### src/rtl/lstm_cram.sv
// Cell-state RAM for an LSTM datapath: clears all entries per sequence, streams c_{t-1}
// to compute and writes back c_t. Optional macro: LSTM_CRAM_BYPASS_EN (write-to-read forwarding).
module lstm_cram #(
    parameter int N_HIDDEN   = 32,
    parameter int DATA_BITS  = 16,
    parameter int RD_LATENCY = 5,
    parameter int WB_DELAY   = 4
) (
    input  logic                 clock,
    input  logic                 reset,
    input  logic                 seq_start,
    input  logic                 issue_valid,
    output logic                 issue_ready,
    output logic [DATA_BITS-1:0] cram_data,
    output logic                 cram_valid,
    input  logic [DATA_BITS-1:0] wb_data,
    output logic                 step_done,
    output logic                 busy
);
    localparam int IDX_W = $clog2(N_HIDDEN);
    localparam logic [IDX_W-1:0] LAST_IDX = IDX_W'(N_HIDDEN - 1);

    typedef enum logic {S_CLEAR, S_RUN} state_t;

    state_t                 r_state, w_state_nxt;
    logic [IDX_W-1:0]       r_clr_idx, r_rd_idx;
    logic [DATA_BITS-1:0]   r_mem [N_HIDDEN];
    logic [RD_LATENCY-2:0]  r_rd_v;
    logic [IDX_W-1:0]       r_rd_pipe [RD_LATENCY-1];
    logic                   r_cram_valid;
    logic [DATA_BITS-1:0]   r_cram_data;
    logic [IDX_W-1:0]       r_cram_idx;
    logic [WB_DELAY-1:0]    r_wb_v;
    logic [IDX_W-1:0]       r_wb_pipe [WB_DELAY];

    logic                   w_issue, w_rd_now, w_wb_we, w_mem_we;
    logic [IDX_W-1:0]       w_rd_addr, w_wb_addr, w_mem_addr;
    logic [DATA_BITS-1:0]   w_rd_data, w_mem_wdata;

    // The RAM is read one cycle before cram_valid so cram_data can be registered.
    assign w_rd_now  = r_rd_v[RD_LATENCY-2];
    assign w_rd_addr = r_rd_pipe[RD_LATENCY-2];
    assign w_wb_addr = r_wb_pipe[WB_DELAY-1];
    assign w_wb_we   = r_wb_v[WB_DELAY-1] && !seq_start && !reset;

`ifdef LSTM_CRAM_BYPASS_EN
    assign w_rd_data = (w_wb_we && (w_wb_addr == w_rd_addr)) ? wb_data : r_mem[w_rd_addr];
`else
    assign w_rd_data = r_mem[w_rd_addr];
`endif

    assign cram_data  = r_cram_data;
    assign cram_valid = r_cram_valid;
    assign step_done  = w_wb_we && (w_wb_addr == LAST_IDX);

    always_comb begin
        // NOTE: every output of this block gets a default first so no latch is inferred.
        w_state_nxt = r_state;
        busy        = 1'b0;
        issue_ready = 1'b0;
        w_issue     = 1'b0;
        case (r_state)
            S_CLEAR: begin
                busy = 1'b1;
                if (!seq_start && (r_clr_idx == LAST_IDX)) w_state_nxt = S_RUN;
            end
            S_RUN: begin
                issue_ready = !seq_start;
                w_issue     = issue_valid && !seq_start;
                if (seq_start) w_state_nxt = S_CLEAR;
            end
            default: w_state_nxt = S_CLEAR;
        endcase
    end

    // Single write port, shared between clearing and writeback.
    always_comb begin
        w_mem_we    = w_wb_we;
        w_mem_addr  = w_wb_addr;
        w_mem_wdata = wb_data;
        if (r_state == S_CLEAR) begin
            w_mem_we    = !reset;
            w_mem_addr  = r_clr_idx;
            w_mem_wdata = '0;
        end
    end

    always_ff @(posedge clock) begin
        // NOTE: sequential state uses non-blocking assignments so all registers update together.
        if (reset) begin
            r_state      <= S_CLEAR;
            r_clr_idx    <= '0;
            r_rd_idx     <= '0;
            r_rd_v       <= '0;
            r_cram_valid <= 1'b0;
            r_cram_data  <= '0;
            r_wb_v       <= '0;
        end else if (seq_start) begin
            r_state      <= w_state_nxt;
            r_clr_idx    <= '0;
            r_rd_idx     <= '0;
            r_rd_v       <= '0;
            r_cram_valid <= 1'b0;
            r_wb_v       <= '0;
        end else begin
            r_state <= w_state_nxt;
            if (r_state == S_CLEAR)
                r_clr_idx <= (r_clr_idx == LAST_IDX) ? '0 : r_clr_idx + IDX_W'(1);
            if (w_issue)
                r_rd_idx <= (r_rd_idx == LAST_IDX) ? '0 : r_rd_idx + IDX_W'(1);
            r_rd_v       <= (RD_LATENCY-1)'({r_rd_v, w_issue});
            r_cram_valid <= w_rd_now;
            if (w_rd_now) r_cram_data <= w_rd_data;
            r_wb_v       <= WB_DELAY'({r_wb_v, r_cram_valid});
        end
    end

    // NOTE: the RAM and index pipes carry no reset; valid bits and CLEAR make stale contents harmless.
    always_ff @(posedge clock) begin
        r_rd_pipe[0] <= r_rd_idx;
        for (int i = 1; i < RD_LATENCY - 1; i++) r_rd_pipe[i] <= r_rd_pipe[i-1];
        r_cram_idx   <= w_rd_addr;
        r_wb_pipe[0] <= r_cram_idx;
        for (int i = 1; i < WB_DELAY; i++) r_wb_pipe[i] <= r_wb_pipe[i-1];
    end

    always_ff @(posedge clock) begin
        if (w_mem_we) r_mem[w_mem_addr] <= w_mem_wdata;
    end
endmodule

### config.mk
export PLATFORM = sky130hd
export DESIGN_NAME = lstm_cram
export DESIGN_NICKNAME = d
export VERILOG_FILES = /design/src/rtl/lstm_cram.sv
export SDC_FILE = /design/constraint.sdc
export NUM_CORES = 1
export LEC_CHECK = 0
export ABC_AREA = 1
export CORE_MARGIN = 4
export CORE_UTILIZATION = 42
export DETAILED_ROUTE_END_ITERATION = 16
export PLACE_DENSITY = 0.67
export SYNTH_ARGS = -nofsm -noshare
export SYNTH_HDL_FRONTEND = slang
export SYNTH_SLANG_ARGS = --single-unit
export TNS_END_PERCENT = 100
### constraint.sdc
create_clock -name clock -period 5.3 [get_ports clock]
set_input_delay 1.06 -clock clock [delete_from_list [all_inputs] [get_ports clock]]
set_output_delay 1.06 -clock clock [all_outputs]
set_load 0.02 [all_outputs]
==> summary.txt <==
Critical path
  – Largest incremental delay on the critical path: 0.64 ns
  – Critical-path cell with the highest stage delay: clkdlybuf4s50_1
  – Maximum fanout encountered on the critical timing path: 5
  – Worst Setup Path Type: primary input to output port
  – Critical path's top delay family: buffers and inverters
  – Worst path arrival time: 2.85 ns
  – Worst setup EP type: output port
  – Crit Reg-Reg Endpoint: r_mem[21][4]
  – Worst path most repeated cell: clkdlybuf4s50_1
  – Kind of start point of the critical path: primary input
  – Worst R2R Setup Slack: 2.11 ns
  – Reg-to-Reg Start: r_state
  – Critical-path cell list: clkdlybuf4s50_1, nor2_1, nand2_1, nor3_1, clkdlybuf4s50_1
  – Number of cells on the worst reg-to-reg path: 6
  – Worst EP required: 4.24 ns
  – Sum of buffers and inverters on the critical path: 2

Die
  – Number of ports placed on the die boundary: 40
  – Initial Utilization: 42.4%
  – Width of the die: 244 um
  – Total number of placement rows: 86
  – Die Y-Extent: 244 um
  – Die area: 59300 um2
  – Core area: 55000 um2

Drt
  – DR pass1 iterations: 6
  – Routed vias: 15000
  – Final ANT Viol Nets: 0
  – DRC violation count after routing: 0
  – Drt total wl: 56.3 mm
  – Via-per-instance ratio: 5.30
  – Number of violations reported at the end of detailed-routing iteration 0: 1935
  – Routed wire per std cell: 19.9 um

Clock tree
  – CTS H-tree lvls: 2
  – Hold-fix buffers, CTS: 0
  – PostCTS Resize Cnt: 0
  – Clock latency on the worst-skew pair: 0.61 ns
  – Number of clock sinks: 593
  – Maximum count of clock buffers along a single path: 3
  – Number of buffers added for setup after CTS: 0
  – CTS root buffer: clkbuf_16
  – Total clock buffers created by CTS: 57
  – Clock tree from TritonCTS: built
  – Clock Pin Slew Worst Setup and Hold Paths: 0.06 ns

STA
  – TNS Setup: 0 ns
  – Number of hold violations in the final report: 0
  – Fraction of the cycle the final worst path needs: 73.8%
  – Final period demand of the worst path: 3.91 ns
  – Highest clock rate: 256 MHz
  – Maximum clock skew at final layout: 0.0160 ns
  – Setup violation total in the final timing report: 0
  – Number of pins with negative max-slew slack in the final report: 0
  – Tightest Pin Transition: 1.24 ns
  – RSZ-0062 raised after global routing: false
  – Worst max-slew margin expressed relative to the limit: 17.3%

Flow run
  – Reported max-cap violation count: 0

Global routing
  – Overall Global Routing Usage: 18.7%
  – First-pass GRT wire length: 85.4 mm
  – Largest net degree at the start of global routing: 175
  – Antenna violations before repair: 0
  – Via count of the first global-routing pass: 14200
  – Remaining Overflow, GRT: 0

Power and ir drop
  – Pwr/cell area: 349 nW/um2
  – Switching component of the power: 1.73 mW
  – Internal Pwr Total: 7.40 mW
  – Power Total: 9.14 mW
  – Share of power burned in combinational logic: 0.9%
  – Switching share of power: 19.0%
  – Clock power share: 44.3%
  – Sequential cell fraction of total power: 54.9%
  – Leakage power figure: 9.25 nW
  – Highest ir drop seen on vdd: 0.000263 V

Synth
  – Proportion of netlist area held by the largest area contributor: 66.0%
  – Synthesized area: 23300 um2
  – Synthesis-stage register bit count: 593
  – Fraction of the yosys area taken by sequential cells: 73.0%
  – Synthesized instance count: 1994
  – Biggest area consumer among synthesized cells: edfxtp_1
  – Number of warnings reported in the yosys synthesis log: 0
  – Cell types occupying the most area after synthesis: edfxtp_1 66%, nand2_1 11%, nand3_1 9.0%
  – Mean instance size in the synthesized netlist: 11.7 um2
  – Library cells used by synthesis: 28
  – Post-Syn Nets: 2018

Worst hold path
  – Hold Crit Class: register to register
  – Startpoint of the tightest hold check path: r_rd_pipe[2][1]
  – Instance count along the most critical hold path: 0
  – Hold path endpoint: r_rd_pipe[3][1]

Cells and area
  – Leading cell type in the layout, fill and taps excluded: nand2_1
  – Number of diodes: 0
  – Layout net count: 2054
  – Highest-count cells in the layout ignoring fill and taps: 692 x nand2_1, 512 x edfxtp_1, 420 x nand3_1, 78 x dfxtp_1, 60 x clkbuf_16
  – Share of layout cells above drive strength 1: 7.99%
  – Layout area overhead: 12.4%

Run status
  – Status: finished clean

Placement
  – GPL Wtd Cong: 0.865
  – Count of input and output buffers: 39
  – Total half-perimeter wirelength after legalization and detailed placement: 31.8 mm
worst max path at each step:
stage                        from           end  slack [ns]  cells after the start
final                       reset     step_done        1.39                      5
after detailed placement    reset  r_mem[21][7]        1.36                      7
after global routing      r_state   issue_ready        1.24                      3
after CTS                   reset     step_done        1.38                      5
after global placement      reset     step_done        1.43                      5
after floorplan             reset  r_mem[17][0]        2.39                      5
synth_stat cells:
| library cell | count |
|---|---|
| edfxtp_1 | 512 |
| inv_1 | 44 |
| clkbuf_1 | 24 |
| buf_2 | 36 |
| nand2_1 | 692 |
| buf_6 | 26 |
| or2_2 | 1 |
| or2_1 | 2 |
| dfxtp_1 | 81 |
| a21oi_1 | 22 |
| buf_8 | 2 |
| nor3b_2 | 1 |
| nor2_1 | 50 |
| nand3_2 | 4 |
| o21ai_0 | 20 |
| a31oi_1 | 1 |
| buf_1 | 10 |
| o21ai_2 | 3 |
| inv_6 | 1 |
| nand4_1 | 1 |
| nor3b_1 | 2 |
| ha_1 | 4 |
| nand2_2 | 2 |
| inv_2 | 4 |
| o21ai_1 | 1 |
| nor3_1 | 9 |
| nand3_1 | 420 |
| buf_4 | 19 |
worst register-to-register path, delay by kind of cell, from the launching register on:
| family | cells | cell delay (ns) |
|---|---|---|
| AO/OA/AOI/OAI | 1 | 0.11 |
| AND/OR/NAND/NOR | 3 | 1.27 |
| buffers and inverters | 2 | 0.57 |
| flip-flops | 1 | 0.95 |
flip-flops by register name, indices dropped and copies added, names as in the netlist:
name / flops
r_wb_v: 4
r_rd_pipe: 20
r_cram_idx: 5
r_rd_idx: 5
r_state: 1
r_rd_v: 4
r_mem: 512
cram_data: 16
r_clr_idx: 5
cram_valid: 1
r_wb_pipe: 20
cells by family (layout without fill, tap and decap cells):
| kind of cell | Yosys count | count (layout) | share of synthesized area (%) |
|---|---|---|---|
| AND/OR/NAND/NOR | 1184 | 1184 | 21.6 |
| adder cells (fa/ha/maj) | 4 | 4 | 0.215 |
| buffers and inverters | 166 | 249 | 4.13 |
| flip-flops | 593 | 593 | 73.0 |
| AO/OA/AOI/OAI | 47 | 47 | 1.06 |
power groups by stage:
| stage | Clock (mW) | Sequential [mW] | Combinational (mW) |
|---|---|---|---|
| after floorplan | 0 | 5.11 | 0.0339 |
| after global placement | 0 | 5.11 | 0.0765 |
| after detailed placement | 0 | 5.11 | 0.0776 |
| after CTS | 4.11 | 5.01 | 0.0780 |
| after global routing | 4.32 | 5.01 | 0.0850 |
| final | 4.04 | 5.01 | 0.0788 |
layer usage:
metal  global-route usage, %  part of all wire, %  vias to the layer above
met5                       0                    0                        -
met4                    4.12                  1.9                        0
met3                    3.33                  8.5                       92
met2                    29.1                   46                      661
met1                    27.7                   44                     7243
li1                        -                    -                     6971
per-stage QoR:
stage	utilization (%)	worst slack [ns]	hold WS [ns]	std cells	area (um2)
global route	47.6	1.24	0.334	2825	26200
finish	47.6	1.39	0.324	2825	26200
CTS	47.6	1.38	0.324	2825	26200
global placement	44.2	1.43	0.310	2719	24300
floorplan	-	2.39	0.310	1994	23300
detailed placement	44.2	1.36	0.312	2719	24300
area by class of cell:
cell class | count | area, um2
Fill cell | 4811 | 28800
Sequential cell | 593 | 17000
Multi-Input combinational cell | 1235 | 5340
Clock buffer | 80 | 1660
Tap cell | 748 | 936
Timing Repair Buffer | 94 | 828
Clock inverter | 26 | 233
Inverter | 49 | 191
No activity file was read; power rests on OpenSTA's default activity.
